[src/rtl/result_collector.sv]
// result_collector: gathers DIM consecutive dot-product sums from the adder
// into one result row and hands rows downstream over valid/ready.
// One fill register plus one output register, so the adder can keep
// producing while a completed row waits for the consumer.
//
// state | meaning
// IDLE  | no partial row in the fill register
// FILL  | partial row being collected
// STALL | fill register holds a complete row, output register still occupied
module result_collector #(
    parameter int DIM   = 2,
    parameter int WIDTH = 17
) (
    input  logic                 clk_i,
    input  logic                 rst_ni,
    input  logic                 clear_i,
    input  logic [WIDTH-1:0]     sum_i,
    input  logic                 finished_i,
    output logic [DIM*WIDTH-1:0] row_out_o,
    output logic [((DIM > 1) ? $clog2(DIM) : 1)-1:0] row_index_o,
    output logic                 row_valid_o,
    input  logic                 row_ready_i,
    output logic                 matrix_done_o,
    output logic                 overflow_o,
    output logic                 busy_o
);

    localparam int IW = (DIM > 1) ? $clog2(DIM) : 1;
    localparam logic [IW-1:0] LAST = IW'(DIM - 1);

    typedef enum logic [1:0] {
        IDLE  = 2'd0,
        FILL  = 2'd1,
        STALL = 2'd2
    } state_t;

    state_t                 state_q;
    logic [IW-1:0]          col_q;
    logic [IW-1:0]          row_cnt_q;
    logic [DIM*WIDTH-1:0]   fill_q;
    logic [DIM*WIDTH-1:0]   fill_d;
    logic [DIM*WIDTH-1:0]   row_out_q;
    logic [IW-1:0]          row_index_q;
    logic                   row_valid_q;
    logic                   done_q;
    logic                   overflow_q;

    logic                   take_sum;
    logic                   last_sum;
    logic                   can_xfer;
    logic                   accept;
    logic                   xfer;

    // Sums are only taken outside STALL; the final sum of a row may go straight
    // to the output register on the same edge it arrives.
    assign take_sum = finished_i && (state_q != STALL);
    assign last_sum = take_sum && (col_q == LAST);
    assign can_xfer = !row_valid_q || row_ready_i;
    assign accept   = row_valid_q && row_ready_i;
    assign xfer     = can_xfer && (last_sum || (state_q == STALL));

    // Fill contents including this cycle's sum, so a completing row transfers without a bubble.
    always_comb begin
        fill_d = fill_q;
        if (take_sum) begin
            fill_d[col_q*WIDTH +: WIDTH] = sum_i;
        end
    end

    // Single registered FSM with its datapath and outputs.
    always_ff @(posedge clk_i or negedge rst_ni) begin
        if (!rst_ni) begin
            state_q     <= IDLE;
            col_q       <= '0;
            row_cnt_q   <= '0;
            fill_q      <= '0;
            row_out_q   <= '0;
            row_index_q <= '0;
            row_valid_q <= 1'b0;
            done_q      <= 1'b0;
            overflow_q  <= 1'b0;
        end else if (clear_i) begin
            state_q     <= IDLE;
            col_q       <= '0;
            row_cnt_q   <= '0;
            fill_q      <= '0;
            row_out_q   <= '0;
            row_index_q <= '0;
            row_valid_q <= 1'b0;
            done_q      <= 1'b0;
            overflow_q  <= 1'b0;
        end else begin
            done_q <= accept && (row_index_q == LAST);

            if (take_sum) begin
                fill_q <= fill_d;
                col_q  <= (col_q == LAST) ? '0 : col_q + 1'b1;
            end else if (finished_i) begin
                overflow_q <= 1'b1;
            end

            case (state_q)
                IDLE: begin
                    if (finished_i) begin
                        state_q <= FILL;
                    end
                end
                FILL: begin
                    if (last_sum) begin
                        state_q <= can_xfer ? IDLE : STALL;
                    end
                end
                STALL: begin
                    if (can_xfer) begin
                        state_q <= IDLE;
                    end
                end
                default: state_q <= IDLE;
            endcase

            if (xfer) begin
                row_out_q   <= fill_d;
                row_index_q <= row_cnt_q;
                row_valid_q <= 1'b1;
                row_cnt_q   <= (row_cnt_q == LAST) ? '0 : row_cnt_q + 1'b1;
            end else if (accept) begin
                row_valid_q <= 1'b0;
            end
        end
    end

    assign row_out_o     = row_out_q;
    assign row_index_o   = row_index_q;
    assign row_valid_o   = row_valid_q;
    assign matrix_done_o = done_q;
    assign overflow_o    = overflow_q;
    assign busy_o        = (state_q != IDLE) || row_valid_q;

endmodule

[config.mk]
export PLATFORM = sky130hd
export DESIGN_NAME = result_collector
export DESIGN_NICKNAME = d
export VERILOG_FILES = /design/src/rtl/result_collector.sv
export SDC_FILE = /design/constraint.sdc
export NUM_CORES = 1
export LEC_CHECK = 0
export CORE_UTILIZATION = 53
export CTS_BUF_LIST = sky130_fd_sc_hd__clkbuf_2 sky130_fd_sc_hd__clkbuf_4 sky130_fd_sc_hd__clkbuf_8
export DETAILED_ROUTE_END_ITERATION = 8
export PLACE_DENSITY = 0.86
export SLEW_MARGIN = 20
export SYNTH_ARGS = -nofsm -noshare
export SYNTH_HDL_FRONTEND = slang
export SYNTH_SLANG_ARGS = --single-unit
export TNS_END_PERCENT = 30
[constraint.sdc]
create_clock -name clk_i -period 1.6 [get_ports clk_i]
set_input_delay 0.24 -clock clk_i [delete_from_list [all_inputs] [get_ports clk_i]]
set_output_delay 0.24 -clock clk_i [all_outputs]
set_load 0.1 [all_outputs]
==> flow_summary.yaml, run 1 <==
power_and_ir_drop:
  report.power.total_uw: 4530
  power_frac_seq: 0.456
  clockPowerShare: 0.362
  vdd.ir_drop.worst_v: 0.000713
  p_int_uw: 3230
  switching_power_uw: 1300
  combPwrFrac: 0.182
  total_leakage_power_uw: 0.00198
  p_per_area_nw_per_um2: 990
  switching_share: 0.288
setup_path:
  worst_path_largest_cell_delay_ns: 0.40
  worst_r2r_path_depth: 7
  critical_path.top_delay_family: "flip-flops"
  cp-startpoint: "state_q[1]$_DFFE_PN0P_"
  reg_to_reg_start: "state_q[0]$_DFFE_PN0P_"
  worstSetupStartpointType: "flop"
  cp-endpoint: "busy_o"
  worst_path_cell_trace: "buf_6 -> or3_4 -> buf_12"
  reg2reg_setup_slack_ns: 0.03
  peak_fanout_along_the_critical_path: 4
  crit_path_end_kind: "output port"
  worstSetupPathType: "reg2out"
  cp_buf_inv_count: 2
  cp_num_cells: 3
  crit_slowest_cell: "sky130_fd_sc_hd__dfrtp_1"
  timing.rr.end: "row_out_o[2]$_DFFE_PN0P_"
  cp.arrival_ns: 1.43
  worst_ep_required_time_ns: 1.36
place:
  placement.io_buffers: 60
  place.gp.congestion: 0.783
  dp_hpwl_um: 5140
  placed_area_um2: 4250
  place_worst_setup_slack_ns: -0.218
die:
  die_x_um: 78.2
  initial_utilization: 0.555
  row_count: 27
  die_height_um: 78.2
  pin_count: 61
  core_region_um2: 5540
  fp.dieArea_um2: 6110
synthesis:
  yosys-mux-area-fraction: 0.0554
  synthTopCellsByCount: "76 x sky130_fd_sc_hd__dfrtp_1, 71 x sky130_fd_sc_hd__nand2_1, 38 x sky130_fd_sc_hd__a21oi_1, 36 x sky130_fd_sc_hd__nor2_1, 17 x sky130_fd_sc_hd__mux2i_1"
  synth_most_common_cell: "sky130_fd_sc_hd__dfrtp_1"
  synth-async-reset-ratio: 1.00
  postSynthCellCount: 295
  yosysTopAreaCell: "sky130_fd_sc_hd__dfrtp_1"
  synth.top_cells.by_area: "sky130_fd_sc_hd__dfrtp_1 62%, sky130_fd_sc_hd__nand2_1 8.7%, sky130_fd_sc_hd__a21oi_1 6.2%"
  mappedNetlistNets: 317
  netlist.area_leader.share: 0.619
  synthAdderAreaFrac: 0
  netlist_area_um2: 3070
  sequential_share_of_the_synthesized_area: 0.619
  synth_compound_gate_area_share: 0.122
  yosysUniqueCellTypes: 28
  number_of_flops_mapped_to_enable_cells_by_yosys: 0
  yosys.area_share.simple: 0.164
  synth.yosys.warnings: 0
  synth_top_flop_cell: "sky130_fd_sc_hd__dfrtp_1"
  yosys_register_bits: 76
  main_combinational_cell_family_by_area_after_synthesis: "simple AND/OR/NAND/NOR gates"
  synth.avg_cell_area_um2: 10.4
  synth-xor-area-share: 0.00285
drt:
  vias_per_instance: 5.77
  via_count: 2585
  drt_wl_total_um: 8440
  wl_per_cell_um: 18.8
  drtIter0Drc: 267
  post_detailed_route_count_of_antenna_violating_nets: 0
  first_pass_drt_iterations: 7
  drt_drc_violations_left: 0
final_layout:
  design_area_um2: 4570
  antenna-diode-count: 0
  synthToLayoutAreaGrowth_pct: 48.8
  fill_cell_instance_count_of_the_final_layout: 259
  nNetsFinal: 393
  drive_above_1_share: 0.245
sta:
  worst_clock_skew_ns: 0.00888
  final-setup-viol-count: 1
  hold_ws_ns: 0.208
  timing.final.hold_violations: 0
  final_period_minus_worst_setup_slack_ns: 1.67
  worstMarginPinSlew_ns: 0.348
  slew_headroom: 0.762
  report.final.slew_viol_count: 0
  setup_ws_ns: -0.0698
  setup_tns_ns: -0.0698
  achievable-frequency_mhz: 599
  finalCritPeriodShare: 1.04
  rsz0062_at_grt: "true"
status:
  failed_checks: "negative setup slack"
  run_status: "complete, but fails checks"
cts:
  tritoncts: "yes"
  cts.sink_count: 76
  insertion_delay_ns: 0.36
  path_clk_slew_ns: 0.07
  clk_root_buffer_cell: "sky130_fd_sc_hd__clkbuf_8"
  cts_inserted_buffers: 9
  htree_num_levels: 3
  clock_path_buffers: 2
grt:
  grt_pass1_wl_um: 13000
  first_global_vias: 2566
  pin_count_of_the_biggest_net_entering_global_routing: 43
  grt.overflow.total: 0
  grt_antenna_before_repair: 0
  grt_use_total: 0.287
job:
  max_cap_viol_count: 0
hold_path:
  path_type_of_the_worst_min_delay_path: "in2reg"
  hold_path_startpoint: "clear_i"
[worst register-to-register path: cells and delay by family (launching register included)]
kind / cells / cell delay, ns
buf+inv: 3 / 0.47
simple gates: 2 / 0.27
compound gates: 2 / 0.37
flops: 1 / 0.39
[metrics by stage]
stage               instances   util
global placement          425  0.766
CTS                       444  0.814
detailed placement        425  0.766
floorplan                 295      -
finish                    448  0.826
global route              448  0.826
[power by group through the flow]
stage	combinational, uW	clock, uW	sequential (uW)
2_1_floorplan	225	0	2300
3_3_place_gp	766	0	2090
3_5_place_dp	785	0	2100
4_1_cts	807	1640	2060
5_1_grt	863	1730	2070
6_report	824	1640	2070
[layer usage]
metal / wire length, um / share of wire / vias up / track usage
met4: 229 / 0.027 / 0 / 0.141
met2: 4320 / 0.51 / 143 / 0.480
met5: 0 / 0 / - / 0
met1: 3290 / 0.39 / 1277 / 0.362
met3: 596 / 0.071 / 27 / 0.0512
li1: - / - / 1138 / -
[cells in the final DEF (no fill, tap or decap), drive strengths merged, types with 2 or more instances in the layout]
| cell | instances |
|---|---|
| o21ai | 3 |
| clkbuf | 11 |
| mux2i | 17 |
| nand2 | 72 |
| clkdlybuf4s50 | 19 |
| nor3 | 3 |
| inv | 3 |
| clkinv | 2 |
| a21oi | 38 |
| bufinv | 2 |
| dfrtp | 76 |
| buf | 63 |
| a211oi | 17 |
| nand2b | 2 |
| or3 | 2 |
| nor2 | 37 |
[flip-flops by register name, summed over array words and instances (netlist names)]
name / flops
col_q: 1
fill_q: 34
matrix_done_o: 1
overflow_o: 1
row_cnt_q: 1
row_index_o: 1
row_out_o: 34
row_valid_o: 1
state_q: 2
[how the worst min path moves through the flow]
stage                                endpoint  slack (ns)  cells after the start
floorplan                   col_q$_DFFE_PN0P_       -0.06                      0
global placement    row_out_o[18]$_DFFE_PN0P_        0.18                      1
detailed placement  row_out_o[19]$_DFFE_PN0P_        0.19                      1
CTS                  row_out_o[2]$_DFFE_PN0P_        0.21                      2
global route         row_out_o[2]$_DFFE_PN0P_        0.22                      2
finish               row_out_o[2]$_DFFE_PN0P_        0.21                      2
[logic make-up after synthesis]
family          count (synthesis)
flops                          76
simple gates                  120
xor+xnor                        1
compound gates                 60
buf+inv                        21
mux                            17
[repair_timing]
action / in CTS / in global routing
setup buffers: 2 / 3
gates resized for setup: 4 / 3
endpoints found under the hold margin: 27 / 0
cloned: 0 / 1
pin swaps: 0 / 1
endpoints found under the setup margin: 48 / 44
hold buffers: 1 / 0
[cell type report]
type / count / area [um^2] / share of cell area
Clock buffer: 10 / 138 / 0.0301
Inverter: 2 / 7.51 / 0.00164
Multi-Input combinational cell: 198 / 1080 / 0.236
Sequential cell: 76 / 1910 / 0.417
Timing Repair Buffer: 84 / 1270 / 0.277
Clock inverter: 6 / 86.3 / 0.0189
Tap cell: 72 / 90.1 / 0.0197
No activity file was read; power rests on OpenSTA's default activity.
==> run 2: changes to the inputs <==
Settings changed: ABC_CLOCK_PERIOD_IN_PS from default to 1600, GPL_TIMING_DRIVEN from default to 0.
==> run 2 against run 1 <==
Routed wire length fell by 9.3%. Sequential share of layout area grew 2.9 points. Combinational power down 8.4%. Final cell count grew 1.3%. Clock skew is 0.0011 ns higher. Largest cell class unchanged. Highest routed layer unchanged. Core utilization fell by 5.4 points. Register-to-register slack lost 0.02 ns. Clock power is 9% lower. Maximum frequency is 1.3% higher. Total power shrank 5.2%. The flow still finishes with violations (negative setup slack). Critical endpoint unchanged.
==> flow_summary.yaml, run 2 (synthesized netlist as in run 1, its figures left out) <==
status:
  run_status: "complete, but fails checks"
  failed_checks: "negative setup slack"
drt:
  drt_wl_total_um: 7650
  drtIter0Drc: 207
  drt_drc_violations_left: 0
  first_pass_drt_iterations: 4
  post_detailed_route_count_of_antenna_violating_nets: 0
  met3_length_um: 319
  vias_per_instance: 5.48
  m1WireLength_um: 3140
  routed.top_layer: "met4"
  route.met2.wl_um: 4030
  wl_per_cell_um: 16.9
  via_count: 2488
cts:
  cts.sink_count: 76
  clock_path_buffers: 2
  tritoncts: "yes"
  htree_num_levels: 3
  cts_inserted_buffers: 9
  insertion_delay_ns: 0.35
  path_clk_slew_ns: 0.07
  clk_root_buffer_cell: "sky130_fd_sc_hd__clkbuf_8"
grt:
  first_global_vias: 2401
  grt.overflow.total: 0
  grt_use_total: 0.255
  grt_antenna_before_repair: 0
  grt_pass1_wl_um: 11700
  pin_count_of_the_biggest_net_entering_global_routing: 45
sta:
  slew_headroom: 0.616
  finalCritPeriodShare: 1.03
  rsz0062_at_grt: "true"
  worstMarginPinSlew_ns: 0.576
  report.final.slew_viol_count: 0
  setup_ws_ns: -0.0478
  final-setup-viol-count: 1
  worst_clock_skew_ns: 0.00999
  final_period_minus_worst_setup_slack_ns: 1.65
  achievable-frequency_mhz: 607
  timing.final.hold_violations: 0
  hold_ws_ns: 0.339
die:
  pin_count: 61
  die_x_um: 78.2
  initial_utilization: 0.555
  fp.dieArea_um2: 6110
  core_region_um2: 5540
  row_count: 27
  die_height_um: 78.2
hold_path:
  hold_path_end: "overflow_o$_DFFE_PN0P_"
  hold_path_startpoint: "finished_i"
  hold-path-cell-count: 3
  path_type_of_the_worst_min_delay_path: "in2reg"
final_layout:
  antenna-diode-count: 0
  nNetsFinal: 400
  post_layout_nonfiller_instances: 454
  layout_commonest_cell: "sky130_fd_sc_hd__dfrtp_1"
  drive_above_1_share: 0.267
  synthToLayoutAreaGrowth_pct: 39.1
  most_frequent_cells_in_the_layout: "74 x sky130_fd_sc_hd__dfrtp_1, 71 x sky130_fd_sc_hd__nand2_1, 38 x sky130_fd_sc_hd__a21oi_1, 37 x sky130_fd_sc_hd__clkdlybuf4s15_2, 36 x sky130_fd_sc_hd__nor2_1"
setup_path:
  worstSetupPathType: "reg2out"
  worst_r2r_path_depth: 6
  reg_to_reg_start: "state_q[1]$_DFFE_PN0P_"
  crit_path_end_kind: "output port"
  worstSetupStartpointType: "flop"
  timing.rr.end: "row_out_o[25]$_DFFE_PN0P_"
  reg2reg_setup_slack_ns: 0.01
  cp.arrival_ns: 1.41
  worst_ep_required_time_ns: 1.36
  peak_fanout_along_the_critical_path: 4
place:
  placement.io_buffers: 60
  place.gp.congestion: 0.773
  place.detailed.instances: 428
  dp_hpwl_um: 4870
power_and_ir_drop:
  total_leakage_power_uw: 0.00182
  vdd.ir_drop.worst_v: 0.000763
  p_per_area_nw_per_um2: 1000
job:
  max_cap_viol_count: 0
## run 2: metal layers
| layer | vias up | track usage |
|---|---|---|
| li1 | 1157 | - |
| met1 | 1243 | 0.330 |
| met2 | 73 | 0.422 |
| met3 | 15 | 0.0384 |
| met4 | 0 | 0.120 |
| met5 | - | 0 |
## run 2: critical path, cell delays in order (launching register included)
cell and delay (ns):
sky130_fd_sc_hd__dfrtp_4 0.51, sky130_fd_sc_hd__or3_4 0.39, sky130_fd_sc_hd__buf_12 0.17
## run 2: report_power, final
group / total (uW) / switching, uW / internal (uW)
registers: 2050 / 50.5 / 2000
logic: 755 / 516 / 239
clock network: 1490 / 696 / 795
## run 2: what timing repair did
action / CTS / global route
endpoints found under the setup margin: 77 / 72
hold buffers: 1 / 0
hold endpoints to repair: 32 / 0
pin swaps: 0 / 4
setup buffers: 0 / 10
resized for setup: 132 / 26
## run 2: cell type report
cell class / count / area (um^2)
fillers: 331 / 1260
clock inverters: 4 / 48.8
well taps: 72 / 90.1
inverters: 2 / 7.51
plain buffers: 19 / 135
repair buffers: 72 / 769
multi-input cells: 198 / 1170
flip-flops and latches: 76 / 1910
clock buffers: 11 / 151
## run 2: per-stage QoR
stage	area, um^2	setup slack [ns]	setup TNS, ns	utilization	power [uW]
after floorplan	3080	0.0119	0	-	2520
after global placement	3770	-2.65	-190.78	0.680	2740
after detailed placement	3790	-0.495	-28.15	0.684	2760
after CTS	4100	-0.174	-0.497	0.739	4230
after global routing	4280	-0.0662	-0.274	0.772	4420
final	4280	-0.0478	-0.0478	0.772	4290
## run 2: how the worst max path moves through the flow
stage / start / to / slack, ns / cells past startpoint
2_1_floorplan: row_valid_o$_DFFE_PN0P_ / row_out_o[30]$_DFFE_PN0P_ / 0.01 / 5
3_3_place_gp: rst_ni / row_valid_o$_DFFE_PN0P_ / -2.65 / 1
5_1_grt: row_valid_o$_DFFE_PN0P_ / busy_o / -0.07 / 2
6_report: row_valid_o$_DFFE_PN0P_ / busy_o / -0.05 / 2
3_5_place_dp: state_q[0]$_DFFE_PN0P_ / busy_o / -0.50 / 2
4_1_cts: row_out_o[19]$_DFFE_PN0P_ / row_out_o[19] / -0.17 / 1
